## src/rtl/btn_step_pkg.sv

```systemverilog
// Shared types and sizing helpers for the push-button step debouncer.
// Latency: none (declarations only).
// Backpressure: not applicable.
package btn_step_pkg;

    typedef enum logic [1:0] {
        IDLE      = 2'd0,
        PRESS_CHK = 2'd1,
        HELD      = 2'd2,
        REL_CHK   = 2'd3
    } btn_state_t;

    // Smallest counter width able to hold 0..n-1, never narrower than one bit.
    function automatic int cnt_width(input int n);
        return (n <= 2) ? 1 : $clog2(n);
    endfunction

endpackage

```

## src/rtl/sync_2ff.sv

```systemverilog
// Two-flop synchroniser for one asynchronous bit; reset clears both stages.
// Latency: 2 clk cycles from d to q.
// Backpressure: none, free-running.
module sync_2ff (
    input  logic clk,
    input  logic rst,
    input  logic d,
    output logic q
);

    logic meta;

    always_ff @(posedge clk) begin
        if (rst) begin
            meta <= 1'b0;
            q    <= 1'b0;
        end else begin
            meta <= d;
            q    <= meta;
        end
    end

endmodule

```

## src/rtl/btn_step_debouncer.sv

```systemverilog
// Bouncy push-button to single-cycle step pulse; AUTO_REPEAT_EN adds hold-to-repeat.
// Latency: step fires DEBOUNCE_CYCLES+2 edges after btn_in settles high.
// Backpressure: none; step is a fire-and-forget pulse, never high two cycles running.
module btn_step_debouncer
    import btn_step_pkg::*;
#(
    parameter int DEBOUNCE_CYCLES = 16,
    parameter int REPEAT_DELAY    = 64,
    parameter int REPEAT_PERIOD   = 16
) (
    input  logic clk,
    input  logic rst,
    input  logic btn_in,
    output logic step,
    output logic btn_level
);

    localparam int DBW = cnt_width(DEBOUNCE_CYCLES);
    localparam logic [DBW-1:0] DB_LAST = DBW'(DEBOUNCE_CYCLES - 1);
    localparam logic [DBW-1:0] DB_ONE  = DBW'(1);

    btn_state_t     state;
    logic [DBW-1:0] db_cnt;
    logic           btn_s;
    logic           rep_fire;

    sync_2ff u_sync (
        .clk (clk),
        .rst (rst),
        .d   (btn_in),
        .q   (btn_s)
    );

`ifdef AUTO_REPEAT_EN
    localparam int REP_MAX = (REPEAT_DELAY > REPEAT_PERIOD) ? REPEAT_DELAY : REPEAT_PERIOD;
    localparam int RPW     = cnt_width(REP_MAX);

    logic [RPW-1:0] rep_cnt;
    logic [RPW-1:0] rep_last;
    logic           rep_armed;

    // First repeat waits the long delay, later ones use the shorter period.
    assign rep_last = rep_armed ? RPW'(REPEAT_PERIOD - 1) : RPW'(REPEAT_DELAY - 1);
    assign rep_fire = (state == HELD) && btn_s && (rep_cnt == rep_last);

    always_ff @(posedge clk) begin
        if (rst || (state != HELD) || !btn_s) begin
            rep_cnt   <= '0;
            rep_armed <= 1'b0;
        end else if (rep_fire) begin
            rep_cnt   <= '0;
            rep_armed <= 1'b1;
        end else begin
            rep_cnt <= rep_cnt + RPW'(1);
        end
    end
`else
    logic unused_repeat_cfg;
    assign unused_repeat_cfg = ^{REPEAT_DELAY, REPEAT_PERIOD};
    assign rep_fire = 1'b0;
`endif

    always_ff @(posedge clk) begin
        if (rst) begin
            state     <= IDLE;
            db_cnt    <= '0;
            step      <= 1'b0;
            btn_level <= 1'b0;
        end else begin
            step <= 1'b0;
            case (state)
                IDLE: begin
                    if (btn_s) begin
                        state  <= PRESS_CHK;
                        db_cnt <= DB_ONE;
                    end
                end
                PRESS_CHK: begin
                    if (!btn_s) begin
                        state  <= IDLE;
                        db_cnt <= '0;
                    end else if (db_cnt == DB_LAST) begin
                        state     <= HELD;
                        db_cnt    <= '0;
                        step      <= 1'b1;
                        btn_level <= 1'b1;
                    end else begin
                        db_cnt <= db_cnt + DB_ONE;
                    end
                end
                HELD: begin
                    if (!btn_s) begin
                        state  <= REL_CHK;
                        db_cnt <= DB_ONE;
                    end else if (rep_fire) begin
                        step <= 1'b1;
                    end
                end
                REL_CHK: begin
                    // A short dropout returns to HELD silently; only a full
                    // debounce window of lows counts as a release.
                    if (btn_s) begin
                        state  <= HELD;
                        db_cnt <= '0;
                    end else if (db_cnt == DB_LAST) begin
                        state     <= IDLE;
                        db_cnt    <= '0;
                        btn_level <= 1'b0;
                    end else begin
                        db_cnt <= db_cnt + DB_ONE;
                    end
                end
                default: begin
                    state     <= IDLE;
                    db_cnt    <= '0;
                    btn_level <= 1'b0;
                end
            endcase
        end
    end

endmodule

```

## config.mk

```make
export PLATFORM = sky130hd
export DESIGN_NAME = btn_step_debouncer
export DESIGN_NICKNAME = d
export VERILOG_FILES = /design/src/rtl/btn_step_pkg.sv /design/src/rtl/sync_2ff.sv /design/src/rtl/btn_step_debouncer.sv
export SDC_FILE = /design/constraint.sdc
export NUM_CORES = 1
export LEC_CHECK = 0
export ABC_AREA = 1
export BUFFER_PORTS_ARGS = -buffer_cell sky130_fd_sc_hd__buf_2
export CAP_MARGIN = 5
export CORE_AREA = 2 2 39 41
export DETAILED_ROUTE_END_ITERATION = 6
export DIE_AREA = 0 0 41 43
export PLACE_DENSITY = 0.47
export SYNTH_ARGS = -nofsm -noshare
export SYNTH_HDL_FRONTEND = slang
export SYNTH_SLANG_ARGS = --single-unit
```

## constraint.sdc

```tcl
create_clock -name clk -period 1.65 [get_ports clk]
set_input_delay 0.165 -clock clk [delete_from_list [all_inputs] [get_ports clk]]
set_output_delay 0.165 -clock clk [all_outputs]
set_load 0.05 [all_outputs]
```

==> flow_summary.ini <==
[sta]
hold_viol = 0
setup_viol = 0
fmax_mhz = 872
timing.final.crit_share_pct = 69.5
worst_pin_slew_ns = 0.245
finalClockSkew_ns = 0.000743
period_minus_slack_ns = 1.15
slew_viol_final = 0
setup_tns_ns = 0
slew_headroom_pct = 83.6
rsz0062_at_grt = no

[worst_setup_path]
worstSetupPathType = reg -> reg
crit_path_end_kind = register
critPathLaunch = db_cnt[0]
crit_path_end = btn_level
regToRegEndpoint = btn_level
worstPathArrival_ns = 1.30
rr_worst_depth = 6
startpoint_type = register
critical_path_required_ns = 1.81
r2r_start = db_cnt[0]
path_max_fanout = 5
r2r_slack_ns = 0.50

[cts]
cts_tree = done
cts-buffers-inserted = 3
cts_resized = 0
root_buffer = clkbuf_4
postCtsHoldBufs = 0
insertion_delay_ns = 0.27
cts.sinks = 10
clkTransAtPathRegs_ns = 0.07
cts.path.max_buffers = 2
htreeDepth = 1
post-cts-setup-buffers = 0

[global_route]
grt_pass1_vias = 344
grt_use_total_pct = 12.4
grt_pass1_wl_um = 1360
gr-total-overflow = 0
grt_max_degree = 8
antenna_found_initial = 0

[route]
firstDrtPassIters = 4
wl_per_cell_um = 9.22
routed_wl_um = 747
via_per_inst = 4.46
drc = 0
vias = 361
detail_route.iter0.violations = 4
ant_nets = 0

[yosys]
synth_seq_cells = 10
synth_edf_count = 0
ys_types = 17
synth_warnings = 0
synth_top_area_share_pct = 45.1
ys_seq_area_share_pct = 45.1
synth_top_area_cell = dfxtp_1
yosysMostFrequentCell = nand2_1
async_flop_share_pct = 0
synth.avg_cell_area_um2 = 7.79
synthFlopType = dfxtp_1
netlist_instances = 57
synthesis.area_um2 = 444
syn_nets = 61
synth_common_cells = nand2_1 (12), dfxtp_1 (10), inv_1 (7)
synthTopCellsByArea = dfxtp_1 (45%), nand2_1 (10%), inv_1 (5.9%)

[die]
dieArea_um2 = 1760
die_h_um = 43
ios = 5
start_util_pct = 32.1
rows = 14
core_um2 = 1380
die_x_um = 41

[layout]
drive_gt1_share_pct = 24.6
antenna_cells = 0
multi_input_area_um2 = 214
nFillCells = 154
nNetsFinal = 70
utilization_pct = 37.6
layout.area.seq_um2 = 200
synthToLayoutAreaGrowth_pct = 17.2

[place]
io_buffers = 4
hpwl_um = 572
gp_congestion = 0.738

[hold_path]
hp-class = in -> reg

[status]
outcome = finished, final reports clean

[run]
drv_cap = 0

[power]
p_leak_nw = 0.223
p_per_area_nw_per_um2 = 943
ir_drop_uv = 386
==> per-layer routing <==
layer,track usage [%],wire (um)
met1,14.0,359
met2,15.6,297
met3,7.85,55
met4,10.0,34
met5,0,0
==> state kept, by name, summed over array words and instances, names as in the netlist, named ones only <==
name	count
u_sync.meta	1
btn_level	1
step	1
state	1
db_cnt	4
u_sync.q	1
==> worst max-delay path, stage by stage, from the launching register on <==
cell and delay (ns):
dfxtp_1 0.38, ha_1 0.22, nand4_1 0.13, inv_1 0.10, nand2_1 0.07, nand3_1 0.07, o21ai_1 0.06
==> final cells by class <==
class / count / area share [%]
inverters: 8 / 5.77
repair buffers: 4 / 3.85
flip-flops and latches: 10 / 38.5
clock buffers: 4 / 6.97
well taps: 16 / 3.85
multi-input cells: 39 / 41.1
==> metrics by stage <==
step                total power, W  cell area (um2)  setup slack (ns)  hold WS [ns]  instances
floorplan                 0.000268              444             0.593         0.227         57
global placement          0.000276              484             0.535         0.376         77
detailed placement        0.000276              484             0.507         0.384         77
CTS                       0.000502              520             0.497        0.0918         81
global route              0.000519              520             0.344        0.0827         81
finish                    0.000491              520             0.503        0.0980         81
==> layout by cell type (no fill, tap or decap), types with 2 or more instances in the layout <==
master | netlist | routed
nand2_2 | 2 | 2
clkbuf_4 | 0 | 3
dfxtp_1 | 10 | 10
buf_2 | 0 | 4
nand2_1 | 12 | 12
o21ai_0 | 3 | 3
inv_1 | 7 | 7
a21oi_2 | 2 | 2
nand4_1 | 2 | 2
nor2_1 | 6 | 6
nand3_1 | 5 | 5
==> kinds of logic after synthesis <==
kind of cell / synth area share [%]
AOI/OAI and AO/OA: 9.58
adders and majority gates: 2.82
buffers and inverters: 6.76
xor gates and xnor gates: 1.97
DFF: 45.1
and+or+nand+nor: 33.8
==> worst min-delay path by stage <==
stage | startpoint | end | slack [ns] | cells after the start
after global routing | btn_in | u_sync.meta | 0.08 | 3
after global placement | btn_in | u_sync.meta | 0.38 | 3
final | btn_in | u_sync.meta | 0.1 | 3
after floorplan | rst | db_cnt[3] | 0.23 | 1
after detailed placement | btn_in | u_sync.meta | 0.38 | 3
after CTS | btn_in | u_sync.meta | 0.09 | 3
==> power breakdown <==
part	internal, W	switching [W]	total (W)	leakage (nW)
Sequential	0.000246	0.00000448	0.000250	0.0812
Clock	0.000134	0.0000870	0.000221	0.0210
Combinational	0.00000774	0.0000117	0.0000194	0.121
Total	0.000388	0.000103	0.000491	0.223
(Power assumes the default switching activity.)
